File: src/rtl/alu_pkg.sv
// rtl/alu_pkg.sv - shared opcodes, FSM states, flag indices and default width for the ALU execute stage
package alu_pkg;

  localparam int DEFAULT_WIDTH = 16;

  localparam logic [2:0] OP_ADD   = 3'b000;
  localparam logic [2:0] OP_SUB   = 3'b001;
  localparam logic [2:0] OP_AND   = 3'b010;
  localparam logic [2:0] OP_MVN   = 3'b011;
  localparam logic [2:0] OP_MUL   = 3'b100;
  localparam logic [2:0] OP_PASSB = 3'b101;

  typedef logic [1:0] state_t;
  localparam state_t ST_IDLE = 2'd0;
  localparam state_t ST_BUSY = 2'd1;
  localparam state_t ST_HOLD = 2'd2;

  localparam int FLAG_Z = 0;
  localparam int FLAG_N = 1;
  localparam int FLAG_V = 2;

endpackage

File: src/rtl/alu_seq_multiplier.sv
// rtl/alu_seq_multiplier.sv - shift-add multiplier, one multiplier bit per cycle LSB first
// o_done is high during the final iteration; o_product already includes that iteration.
module alu_seq_multiplier #(
  parameter int WIDTH = 16
) (
  input  logic               clk,
  input  logic               i_rst,
  input  logic               i_start,
  input  logic [WIDTH-1:0]   i_a,
  input  logic [WIDTH-1:0]   i_b,
  output logic               o_done,
  output logic [2*WIDTH-1:0] o_product
);

  localparam int CW = $clog2(WIDTH + 1);

  logic [2*WIDTH-1:0] r_mcand;
  logic [2*WIDTH-1:0] r_acc;
  logic [WIDTH-1:0]   r_mplier;
  logic [CW-1:0]      r_cnt;
  logic               r_run;
  logic [2*WIDTH-1:0] w_partial;
  logic [2*WIDTH-1:0] w_acc_next;

  assign w_partial  = r_mplier[0] ? r_mcand : '0;
  assign w_acc_next = r_acc + w_partial;
  assign o_done     = r_run && (r_cnt == CW'(WIDTH - 1));
  assign o_product  = w_acc_next;

  always_ff @(posedge clk or posedge i_rst) begin
    if (i_rst) begin
      r_mcand  <= '0;
      r_acc    <= '0;
      r_mplier <= '0;
      r_cnt    <= '0;
      r_run    <= 1'b0;
    end else if (i_start) begin
      r_mcand  <= {{WIDTH{1'b0}}, i_a};
      r_acc    <= '0;
      r_mplier <= i_b;
      r_cnt    <= '0;
      r_run    <= 1'b1;
    end else if (r_run) begin
      r_acc    <= w_acc_next;
      r_mcand  <= r_mcand << 1;
      r_mplier <= r_mplier >> 1;
      r_cnt    <= r_cnt + CW'(1);
      if (o_done) r_run <= 1'b0;
    end
  end

endmodule

File: src/rtl/alu_execute_stage.sv
// rtl/alu_execute_stage.sv - ALU execute stage with registered result/flags and valid/ready handshakes
// Define ALU_MUL_EN to build the multi-cycle MUL (opcode 100); otherwise it behaves as reserved.
module alu_execute_stage
  import alu_pkg::*;
#(
  parameter int WIDTH = DEFAULT_WIDTH
) (
  input  logic             clk,
  input  logic             reset,
  input  logic [WIDTH-1:0] Ain,
  input  logic [WIDTH-1:0] Bin,
  input  logic [2:0]       alu_op,
  input  logic             in_valid,
  output logic             in_ready,
  output logic [WIDTH-1:0] pipeline_out,
  output logic [2:0]       status,
  output logic             out_valid,
  input  logic             out_ready,
  output logic             busy
);

  state_t           r_state;
  logic [WIDTH-1:0] r_result;
  logic [2:0]       r_status;
  logic             r_out_valid;

  logic             w_accept;
  logic [WIDTH-1:0] w_sum;
  logic [WIDTH-1:0] w_diff;
  logic [WIDTH-1:0] w_result;
  logic             w_v;
  logic [2:0]       w_flags;

  assign in_ready     = (r_state == ST_IDLE) | ((r_state == ST_HOLD) & out_ready);
  assign w_accept     = in_valid & in_ready;
  assign pipeline_out = r_result;
  assign status       = r_status;
  assign out_valid    = r_out_valid;

  assign w_sum  = Ain + Bin;
  assign w_diff = Ain - Bin;

  always_comb begin
    w_result = '0;
    w_v      = 1'b0;
    case (alu_op)
      OP_ADD: begin
        w_result = w_sum;
        w_v      = (Ain[WIDTH-1] == Bin[WIDTH-1]) && (w_sum[WIDTH-1] != Ain[WIDTH-1]);
      end
      OP_SUB: begin
        w_result = w_diff;
        w_v      = (Ain[WIDTH-1] != Bin[WIDTH-1]) && (w_diff[WIDTH-1] != Ain[WIDTH-1]);
      end
      OP_AND:   w_result = Ain & Bin;
      OP_MVN:   w_result = ~Bin;
      OP_PASSB: w_result = Bin;
      default:  w_result = '0;
    endcase
  end

  always_comb begin
    w_flags         = 3'b000;
    w_flags[FLAG_Z] = (w_result == '0);
    w_flags[FLAG_N] = w_result[WIDTH-1];
    w_flags[FLAG_V] = w_v;
  end

`ifdef ALU_MUL_EN
  logic               w_is_mul;
  logic               w_mul_done;
  logic [2*WIDTH-1:0] w_product;
  logic [2:0]         w_mul_flags;

  assign w_is_mul = (alu_op == OP_MUL);
  assign busy     = (r_state == ST_BUSY);

  alu_seq_multiplier #(.WIDTH(WIDTH)) u_mul (
    .clk       (clk),
    .i_rst     (reset),
    .i_start   (w_accept & w_is_mul),
    .i_a       (Ain),
    .i_b       (Bin),
    .o_done    (w_mul_done),
    .o_product (w_product)
  );

  always_comb begin
    w_mul_flags         = 3'b000;
    w_mul_flags[FLAG_Z] = (w_product[WIDTH-1:0] == '0);
    w_mul_flags[FLAG_N] = w_product[WIDTH-1];
    w_mul_flags[FLAG_V] = |w_product[2*WIDTH-1:WIDTH];
  end
`else
  assign busy = 1'b0;
`endif

  // pipeline_out is only written on completion: it feeds the A-side mux even when idle
  always_ff @(posedge clk or posedge reset) begin
    if (reset) begin
      r_state     <= ST_IDLE;
      r_result    <= '0;
      r_status    <= '0;
      r_out_valid <= 1'b0;
    end else if (w_accept) begin
`ifdef ALU_MUL_EN
      if (w_is_mul) begin
        r_state     <= ST_BUSY;
        r_out_valid <= 1'b0;
      end else
`endif
      begin
        r_result    <= w_result;
        r_status    <= w_flags;
        r_out_valid <= 1'b1;
        r_state     <= ST_HOLD;
      end
    end
`ifdef ALU_MUL_EN
    else if ((r_state == ST_BUSY) && w_mul_done) begin
      r_result    <= w_product[WIDTH-1:0];
      r_status    <= w_mul_flags;
      r_out_valid <= 1'b1;
      r_state     <= ST_HOLD;
    end
`endif
    else if ((r_state == ST_HOLD) && out_ready) begin
      r_out_valid <= 1'b0;
      r_state     <= ST_IDLE;
    end
  end

endmodule
File: config.mk
export PLATFORM = sky130hd
export DESIGN_NAME = alu_execute_stage
export DESIGN_NICKNAME = d
export VERILOG_FILES = /design/src/rtl/alu_pkg.sv /design/src/rtl/alu_seq_multiplier.sv /design/src/rtl/alu_execute_stage.sv
export SDC_FILE = /design/constraint.sdc
export NUM_CORES = 1
export LEC_CHECK = 0
export ABC_AREA = 1
export BUFFER_PORTS_ARGS = -buffer_cell sky130_fd_sc_hd__buf_2
export CAP_MARGIN = 20
export CORE_UTILIZATION = 24
export DETAILED_ROUTE_END_ITERATION = 6
export GPL_TIMING_DRIVEN = 0
export PLACE_DENSITY = 0.51
export SLEW_MARGIN = 5
export SYNTH_ARGS = -nofsm -noshare
export SYNTH_HDL_FRONTEND = slang
export SYNTH_SLANG_ARGS = --single-unit
File: constraint.sdc
create_clock -name clk -period 2.3 [get_ports clk]
set_input_delay 0.23 -clock clk [delete_from_list [all_inputs] [get_ports clk]]
set_output_delay 0.23 -clock clk [all_outputs]
set_load 0.02 [all_outputs]
==> summary.md <==
| Metric | Value |
|---|---|
| # hold bufs at CTS | `0` |
| Pins Over Slew Limit | `0` |
| HPWL after detailed placement | `roughly 9.1 mm` |
| Min Clock Period, post-route | `roughly 2 ns` |
| CP max FO | `3` |
| Max-cap violations | `0` |
| Root Buffer | `clkbuf_16` |
| Design Power | `between 1.5 and 2 mW` |
| IO Count | `61` |
| Final hold violation count | `0` |
| Sw power | `around 0.72 mW` |
| Reg clk slew, reported paths | `approximately 0.05 ns` |
| Die height | `~120 um` |
| Routed Antenna Nets | `0` |
| Core box area | `about 0.013 mm2` |
| Global-route wire length before repair | `approximately 18 mm` |
| Placed cell count | `about 840` |
| Met2 Use GR | `roughly a quarter` |
| Seq pwr share | `about 25%` |
| CTS sink count | `19` |
| # rows | `42` |
| Hold_ws | `0.0963 ns` |
| Pre-antenna DRT Iters | `5` |
| Die ar. | `roughly 0.015 mm2` |
| Slew @ Worst Pin | `about 0.78 ns` |
| Register bit total from synthesis | `19` |
| Setup CP Type | `in2reg` |
| Crit path DAT | `2.23 ns` |
| Met3 usage | `less than 1%` |
| PwrDens | `slightly above 400 mW/mm2` |
| Final nets | `about 740` |
| Placed Area | `around 0.0039 mm2` |
| Syn Nets | `just under 700` |
| Final instance count without filler cells | `843` |
| Sw frac | `about 44%` |
| Iteration-0 DRC Markers | `245` |
| Worst hold-check path type | `in2async` |
| Wire length per cell | `~13 um` |
| Drt total wl | `10.8 mm` |
| Area Overhead vs Synth | `18.5%` |
| Internal power | `roughly 0.9 mW` |
| Clock share of power | `21.5%` |
| Port buffer count | `59` |
| Total CTS buffers | `3` |
| CP Launch Type | `input pin` |
| Initial Util | `roughly 25%` |
| Share of layout cells above drive strength 1 | `18.3%` |
| Vias | `3793` |
| Register area share after synthesis | `about 14%` |
| Peak supply drop | `0.000202 V` |
| Routability cong. | `0.856` |
| TritonCTS clock tree | `done` |
| Cells after Synth | `roughly 600` |
| RSZ-0062 raised after global routing | `false` |
| Synth warn | `0` |
| Most Crowded Layer GR | `met2` |
| Clock Latency Late Sink | `0.25 ns` |
| Die Wd | `between 100 and 150 um` |
| Diode count | `0` |
| # setup viols final | `0` |
| Slew headroom | `approximately half` |
| Clock buffer depth | `2` |
| Final std cell area, no fill | `roughly 0.0040 mm2` |
| Crit path capture type | `register` |
| Mean Syn Cell Area | `~5.6 um2` |
| Final Cycle Share | `between 80% and 90%` |
| Clk_skew | `approximately 0.0011 ns` |
| Comb pwr share | `53.6%` |
| GR Util met1 | `22.0%` |
| Synth unique cells | `36` |
| H-tree level count | `1` |
| Drc violations | `0` |
| Post-Syn Area | `0.00337 mm2` |
| CP Data Required Time | `2.49 ns` |
| Leakage dissipation | `2.32 nW` |
| Outcome | `finished, final reports clean` |
| Vias in the first global route | `approximately 3600` |
| Vias per Instance | `about 4.5` |
| Initial antenna violation count | `0` |
| Largest net degree at the start of global routing | `20` |
| Tot GR Track Use | `between 10% and 20%` |
| FMAX | `between 400 and 500 MHz` |
| Grt ovf | `0` |
==> registers in the layout, summed over array words and instances, names as in the netlist <==
signal        flops
r_state           1
status            3
pipeline_out     15
==> timing repair <==
action | 4_1_cts | 5_1_grt
endpoints found under the setup margin | 0 | 2
setup buffers | 0 | 1
gates resized for setup | 0 | 8
==> cells in the final DEF (no fill, tap or decap), drive strengths merged, types with 2 or more instances in the layout <==
master | Yosys | final
or2 | 2 | 2
a21oi | 34 | 34
clkbuf | 4 | 8
and2 | 2 | 2
a221oi | 4 | 4
dfrtp | 19 | 19
ha | 32 | 32
nand3 | 61 | 61
buf | 13 | 73
nand3b | 3 | 3
o22ai | 4 | 4
fa | 2 | 2
nand4 | 10 | 10
inv | 105 | 105
nor2 | 70 | 70
nand2 | 208 | 208
o21ai | 22 | 22
nor3 | 4 | 4
==> cell usage after synthesis, drive strengths merged <==
cell      n  area (um2)
a21oi    34         185
a221oi    4        35.0
and2      2        12.5
buf      13        87.6
clkbuf    4        16.3
conb      1        3.75
dfrtp    19         475
fa        2        40.0
ha       32         400
inv     105         399
nand2   208         808
nand3    61         328
nand3b    3        22.5
nand4    10        68.8
nor2     70         283
nor3      4        35.0
o21a      1        7.51
o21ai    22         110
o21bai    1        7.51
o22ai     4        25.0
o31ai     1        7.51
or2       2        12.5
==> stage by stage <==
step / setup TNS [ns] / worst slack [ns] / utilization, %
2_1_floorplan: 0 / 0.448 / -
3_3_place_gp: -0.125 / -0.125 / 28.9
3_5_place_dp: -0.122 / -0.122 / 28.9
4_1_cts: 0 / 0.118 / 29.5
5_1_grt: 0 / 0.0241 / 29.7
6_report: 0 / 0.260 / 29.7
==> routing by layer <==
layer | part of all wire [%] | wire length (um)
met5 | 0 | 0
met3 | 5.6 | 612
met4 | 0.78 | 85
met1 | 49 | 5300
met2 | 45 | 4840
==> critical path: stages <==
cell and delay (ns):
buf_2 0.09, inv_1 0.06, ha_1 0.20, fa_1 0.40
inv_2 0.11, nand3_1 0.10, nand2_2 0.12, nand2_1 0.05
nand3_1 0.09, nand2_1 0.09, nor2_4 0.14, nand3_1 0.09
nor2_1 0.10, nand3_1 0.09, nor2_1 0.11, nand3_1 0.09
nand2_1 0.06
==> area by class of cell <==
| class | instances | area (um2) |
|---|---|---|
| Multi-Input combinational cell | 462 | 2410 |
| Timing Repair Buffer | 60 | 303 |
| Clock buffer | 4 | 78.8 |
| Fill cell | 1623 | 9460 |
| Sequential cell | 19 | 475 |
| Buffer | 17 | 104 |
| Tap cell | 176 | 220 |
| Inverter | 105 | 399 |
==> final timing paths <==
kind	endpoint	slack, ns	startpoint	depth (start not counted)
min in group clk	r_state[1]	0.18	in_valid	3
hold reg to reg	pipeline_out[4]	0.48	pipeline_out[4]	2
setup / recovery	status[0]	0.26	Ain[0]	17
max in group asynchronous	status[0]	1.74	reset	2
hold / removal	pipeline_out[13]	0.1	reset	2
setup reg to reg	pipeline_out[11]	0.31	r_state[1]	6
==> cells by family (layout without fill, tap and decap cells) <==
kind of cell | count (synthesis) | count (layout) | synth area share [%]
compound gates | 67 | 67 | 11.2
fa+ha+maj | 34 | 34 | 13.1
buf+inv | 122 | 186 | 14.9
flops | 19 | 19 | 14.1
other cells | 1 | 1 | 0.111
simple gates | 360 | 360 | 46.6
==> power groups by stage <==
| stage | Clock [mW] | Combinational, mW | Sequential, mW |
|---|---|---|---|
| 3_5_place_dp | 0 | 0.864 | 0.412 |
| 5_1_grt | 0.375 | 0.991 | 0.411 |
| 6_report | 0.350 | 0.875 | 0.406 |
| 4_1_cts | 0.358 | 0.867 | 0.406 |
| 2_1_floorplan | 0 | 0.537 | 0.471 |
| 3_3_place_gp | 0 | 0.861 | 0.412 |
No activity file was read; power rests on OpenSTA's default activity.
